--- config.mk ---
export PLATFORM = sky130hd
export DESIGN_NAME = register_file_flat
export DESIGN_NICKNAME = d
export VERILOG_FILES = /design/src/rtl/register_file_pkg.sv /design/src/rtl/register_file_if.sv /design/src/rtl/register_file.sv /design/src/flat_wrapper.sv
export SDC_FILE = /design/constraint.sdc
export NUM_CORES = 2
export LEC_CHECK = 0
export ABC_AREA = 0
export CORE_ASPECT_RATIO = 2
export CORE_MARGIN = 5
export CORE_UTILIZATION = 45
export CTS_CLUSTER_SIZE = 20
export DETAILED_ROUTE_END_ITERATION = 10
export PLACE_DENSITY = 0.72
export SLEW_MARGIN = 25
export SYNTH_ARGS = -nofsm -noshare
export SYNTH_HDL_FRONTEND = slang
export SYNTH_SLANG_ARGS = --single-unit
--- constraint.sdc ---
create_clock -name clk -period 5.3 [get_ports clk]
set_clock_uncertainty 0.15 [all_clocks]
set_input_delay 1.06 -clock clk [delete_from_list [all_inputs] [get_ports clk]]
set_output_delay 1.06 -clock clk [all_outputs]
set_load 0.02 [all_outputs]
--- src/rtl/register_file_pkg.sv ---
// Shared constants and types for the RV64 integer register file.
// The register index, the array type and the read-port mux live here so that
// the RTL and the bench agree on every width.
package register_file_pkg;

    localparam int XLEN       = 64;
    localparam int NUM_REGS   = 32;
    localparam int REG_ADDR_W = $clog2(NUM_REGS);

    typedef logic [REG_ADDR_W-1:0] reg_idx_t;
    typedef logic [XLEN-1:0]       xlen_t;

    localparam reg_idx_t REG_ZERO = '0;

    // x0 has no storage, so the array starts at index 1.
    typedef xlen_t reg_array_t [1:NUM_REGS-1];

    function automatic xlen_t read_mux(input reg_array_t regs, input reg_idx_t idx);
        xlen_t value;
        value = '0;
        if (idx != REG_ZERO) begin
            value = regs[idx];
        end
        return value;
    endfunction

endpackage : register_file_pkg

--- src/rtl/register_file_if.sv ---
// Bus between the pipeline (master) and the register file (slave): one
// write port from writeback and two combinational read ports.
interface register_file_if;
    import register_file_pkg::*;

    logic     RegWrite;
    reg_idx_t rs1;
    reg_idx_t rs2;
    reg_idx_t rd;
    xlen_t    write_data;
    xlen_t    read_data1;
    xlen_t    read_data2;

    modport master (
        output RegWrite,
        output rs1,
        output rs2,
        output rd,
        output write_data,
        input  read_data1,
        input  read_data2
    );

    modport slave (
        input  RegWrite,
        input  rs1,
        input  rs2,
        input  rd,
        input  write_data,
        output read_data1,
        output read_data2
    );

endinterface : register_file_if

--- src/rtl/register_file.sv ---
// 32 x 64-bit RISC-V integer register file: x0 hardwired to zero, one
// synchronous write port, two combinational read ports with no write bypass.
module register_file
    import register_file_pkg::*;
(
    input  logic           clk,
    input  logic           rst_n,
    register_file_if.slave bus
);

    reg_array_t r_regs;
    logic       w_wr_en;

    // x0 writes are dropped here, so x0 never needs a storage slot.
    assign w_wr_en = bus.RegWrite && (bus.rd != REG_ZERO);

    // NOTE: the whole array is cleared by the async reset on purpose; reads
    // must return zero during reset, so this cannot be left to a RAM macro.
    always_ff @(posedge clk or negedge rst_n) begin
        if (!rst_n) begin
            for (int i = 1; i < NUM_REGS; i++) begin
                r_regs[i] <= '0;
            end
        end else if (w_wr_en) begin
            // NOTE: non-blocking so a same-cycle read sees the old value.
            r_regs[bus.rd] <= bus.write_data;
        end
    end

    assign bus.read_data1 = read_mux(r_regs, bus.rs1);
    assign bus.read_data2 = read_mux(r_regs, bus.rs2);

endmodule : register_file

--- src/flat_wrapper.sv ---
// flat-port wrapper written by rule: the top's interface ports become plain ports
module register_file_flat import register_file_pkg::*;
  (clk, rst_n, bus_RegWrite, bus_rs1, bus_rs2, bus_rd, bus_write_data, bus_read_data1, bus_read_data2);
  register_file_if bus_i ();
  input  logic clk;
  input  logic rst_n;
  input wire logic [$bits(bus_i.RegWrite)-1:0] bus_RegWrite;
  input wire logic [$bits(bus_i.rs1)-1:0] bus_rs1;
  input wire logic [$bits(bus_i.rs2)-1:0] bus_rs2;
  input wire logic [$bits(bus_i.rd)-1:0] bus_rd;
  input wire logic [$bits(bus_i.write_data)-1:0] bus_write_data;
  output wire logic [$bits(bus_i.read_data1)-1:0] bus_read_data1;
  output wire logic [$bits(bus_i.read_data2)-1:0] bus_read_data2;
  assign bus_i.RegWrite = bus_RegWrite;
  assign bus_i.rs1 = bus_rs1;
  assign bus_i.rs2 = bus_rs2;
  assign bus_i.rd = bus_rd;
  assign bus_i.write_data = bus_write_data;
  assign bus_read_data1 = bus_i.read_data1;
  assign bus_read_data2 = bus_i.read_data2;
  register_file u_core (.clk(clk), .rst_n(rst_n), .bus(bus_i));
endmodule
==> metrics <==
Critical Path Fanout Max 41; number of buffers between clock root and the deepest sink 4; clock transition at the register clock pins on the worst setup and hold paths after CTS ~0.060 ns; Routed Antenna Nets 0; number of cell rows 251; proportion of layout cells with a drive suffix above 1 0.5402; clock tree root driver cell sky130_fd_sc_hd__clkbuf_16; cell area after technology mapping 105,200 um^2; post-layout util 0.5041; registers with the most flip-flops u_core.r_regs x1984; first-pass GRT wire length between 500 and 600 mm; DP Wirelength 212.9 mm; data arrival at the endpoint of the critical path ~3.9 ns; sum of routed wire length over all layers 361.3 mm; via count of the first global-routing pass 75,230; worst hold-check path type flip-flop to flip-flop; kind of critical path input port to output pin; share of synthesized area spent on multiplexers 0.4276; I/O pins 210; DRC viols 0; post-synthesis area per instance 15.11 um^2; height of the chip 693.7 um; Worst IR Drop VDD 0.2837 mV; worst reg2reg endpoint u_core.r_regs[1114]$_DFFE_PN0P_; Pre-Repair DR Iteration Count 6; length in cells of the worst reg-to-reg path 1; Via Count 70,600; total grt overflow 0; count of endpoints failing setup in the final report 0; run status finished clean; pin count of the biggest net entering global routing 173; synthesized-area fraction occupied by adder cells 0; register containing the most flip-flops in the final layout u_core.r_regs; cell internal power dissipation 31.42 mW; leading post-synthesis cells by cell area sky130_fd_sc_hd__dfrtp_1 (47%), sky130_fd_sc_hd__mux2_2 (23%), sky130_fd_sc_hd__mux4_2 (18%); placeable core area roughly 230,000 um^2; clock share of power 0.308; dominant combinational cell family by area after synthesis multiplexers; synthesized netlist cell count between 6,000 and 7,000; number of standard cells in the final layout excluding fillers between 10,000 and 15,000; final max-slew violation count 0; Worst Hold End u_core.r_regs[1245]$_DFFE_PN0P_; top cell type's share of synthesized area 0.4720; most frequent standard cell in the layout excluding fill and tap cells sky130_fd_sc_hd__mux2_2; sequential cell fraction of total power 0.466; Combinational Power Share 0.226; # clock sinks 1,984; TNS Setup 0 ns; static leakage a little over 50 nW; synthesis-to-finish area growth 11.84%; clock buffers created by TritonCTS approximately 180; hold depth 1; unique cell type count in the Yosys netlist 46; input/output buffers 209; Total Nets Final 6,992; PnR Total Power 43.75 mW; normalized max-slew margin 0.2358; Seq cells post-synth 1,984; parity-gate share of the synthesized area counting xor and xnor cells 0; Overall Global Routing Usage 0.2927; placer congestion estimate 0.8488; antenna violations before repair 39; number of H-tree levels 4; DIE AREA approximately 240,000 um^2; CTS tree yes; RSZ-0062 raised after global routing no; Die X 351.9 um; time the worst path needs with I/O delays and setup 5.144 ns; total of warnings raised by yosys 0; worst min-delay path startpoint u_core.r_regs[1245]$_DFFE_PN0P_; sort of element at the start of the critical path input port; maximum clock frequency 194.4 MHz; Mapped Nets 7,041; net load switching power 12.33 mW; routed length per placed instance 35.81 um; Worst Max-Slew Pin Slew 1.146 ns; critical path required time 4.09 ns; Starting Density 0.4507; post-route clock period utilization 0.9706; via-per-instance ratio ~7; final hold viol count 0; flip-flop count of the largest register, all copies and words added 1,984; MaxCap Viol Count 0; setup slack of the most critical reg-to-reg path 4.31 ns; worst slack on hold paths approximately 0.36 ns; fraction of the mapped netlist area in simple logic gates 0.009707; cell accounting for the most synthesized area sky130_fd_sc_hd__dfrtp_1; share of total power consumed by net switching 0.2819; register area share after synthesis 0.4720; complex-gate fraction of the synthesized area 0.05694; reg-to-reg startpoint u_core.r_regs[1114]$_DFFE_PN0P_; clk_lat worst skew 0.84 ns; type of destination of the critical path output pin; commonest cells after routing, fill and taps aside sky130_fd_sc_hd__mux2_2 (2,144), sky130_fd_sc_hd__dfrtp_1 (1,984), sky130_fd_sc_hd__mux4_2 (847), sky130_fd_sc_hd__buf_4 (288), sky130_fd_sc_hd__a22oi_1 (210); placed instance count a little under 10,000; P per Cell Area 371.9 nW/um^2; detailed router's first-iteration violation count 7,438
## power groups by stage
| stage | Sequential, mW | Clock (mW) | Combinational (mW) |
|---|---|---|---|
| 6_report | 20.4 | 13.5 | 9.88 |
| 5_1_grt | 20.7 | 14.1 | 10.5 |
| 4_1_cts | 20.3 | 13.6 | 9.90 |
| 3_5_place_dp | 20.6 | 0 | 9.86 |
| 3_3_place_gp | 20.2 | 0 | 9.60 |
| 2_1_floorplan | 19.7 | 0 | 7.19 |
## timing repair
item                                    CTS  global route
endpoints found under the hold margin     7             0
hold buffers                              1             0
endpoints found under the setup margin    0             1
setup buffers                             0             0
gates resized for setup                   0             1
## kinds of logic after synthesis
| group | Yosys count |
|---|---|
| AO/OA/AOI/OAI | 814 |
| flip-flops | 1984 |
| AND/OR/NAND/NOR | 219 |
| buffers and inverters | 782 |
| multiplexers | 3160 |
## layout make-up
class,count,area (um^2)
sequential,1984,49650
multi-input combinational,4193,52280
fill,19230,115700
tap,3036,3799
timing repair buffer,550,5998
clock buffer,258,5268
inverter,5,28.78
clock inverter,44,564.3
antenna,18,45.04
## critical path: stages
cell and delay, ns:
sky130_fd_sc_hd__buf_8 0.30, sky130_fd_sc_hd__buf_12 0.35, sky130_fd_sc_hd__buf_4 0.33, sky130_fd_sc_hd__buf_4 0.32, sky130_fd_sc_hd__mux2_2 0.20, sky130_fd_sc_hd__a221o_1 0.13, sky130_fd_sc_hd__o211ai_1 0.09, sky130_fd_sc_hd__a311oi_1 0.74
sky130_fd_sc_hd__buf_4 0.22, sky130_fd_sc_hd__buf_4 0.13
## worst max path at each step
stage | startpoint | cells after the start | end | slack (ns)
after floorplan | bus_rs2[2] | 8 | bus_read_data2[10] | 1.29
after global placement | bus_rs1[0] | 9 | bus_read_data1[48] | 0.02
after detailed placement | bus_rs1[0] | 9 | bus_read_data1[48] | 0.10
after CTS | bus_rs1[0] | 9 | bus_read_data1[48] | 0.07
after global routing | bus_rs1[1] | 10 | bus_read_data1[56] | 0.05
final | bus_rs1[1] | 10 | bus_read_data1[56] | 0.16
## stage by stage
| stage | instance area (um^2) | worst slack [ns] |
|---|---|---|
| after global placement | 111800 | 0.02005 |
| after CTS | 117600 | 0.06870 |
| after detailed placement | 111800 | 0.1021 |
| final | 117600 | 0.1556 |
| after floorplan | 105200 | 1.288 |
| after global routing | 117600 | 0.05225 |
## cells in the mapped netlist (all sizes together)
cell / instances
mux2i: 117
dfrtp: 1984
a22oi: 210
a211o: 48
and2: 18
a311oi: 14
buf: 384
nor3: 13
a221o: 18
inv: 4
a21oi: 2
a31o: 1
a21boi: 48
nor2b: 6
o31ai: 17
o211ai: 15
or3b: 1
o21ai: 142
and3b: 1
or2: 2
a31oi: 35
nand2b: 4
nand2: 86
and3: 1
clkbuf: 393
o221a: 45
a311o: 1
a211oi: 17
nor3b: 4
nand3b: 4
nor2: 75
nand3: 4
mux2: 2196
a22o: 48
clkinv: 1
o22ai: 106
a221oi: 47
mux4: 847
## layer usage
layer  vias up  wire length [um]  part of all wire  global-route usage
met5         -               245           0.00068                   0
met4        40             26770             0.074              0.1792
met3      1338             33630             0.093             0.07068
met2      4089            171900              0.48              0.4672
met1     38160            128700              0.36              0.3600
li1      26980                 -                 -                   -
No activity file was read; power rests on OpenSTA's default activity.
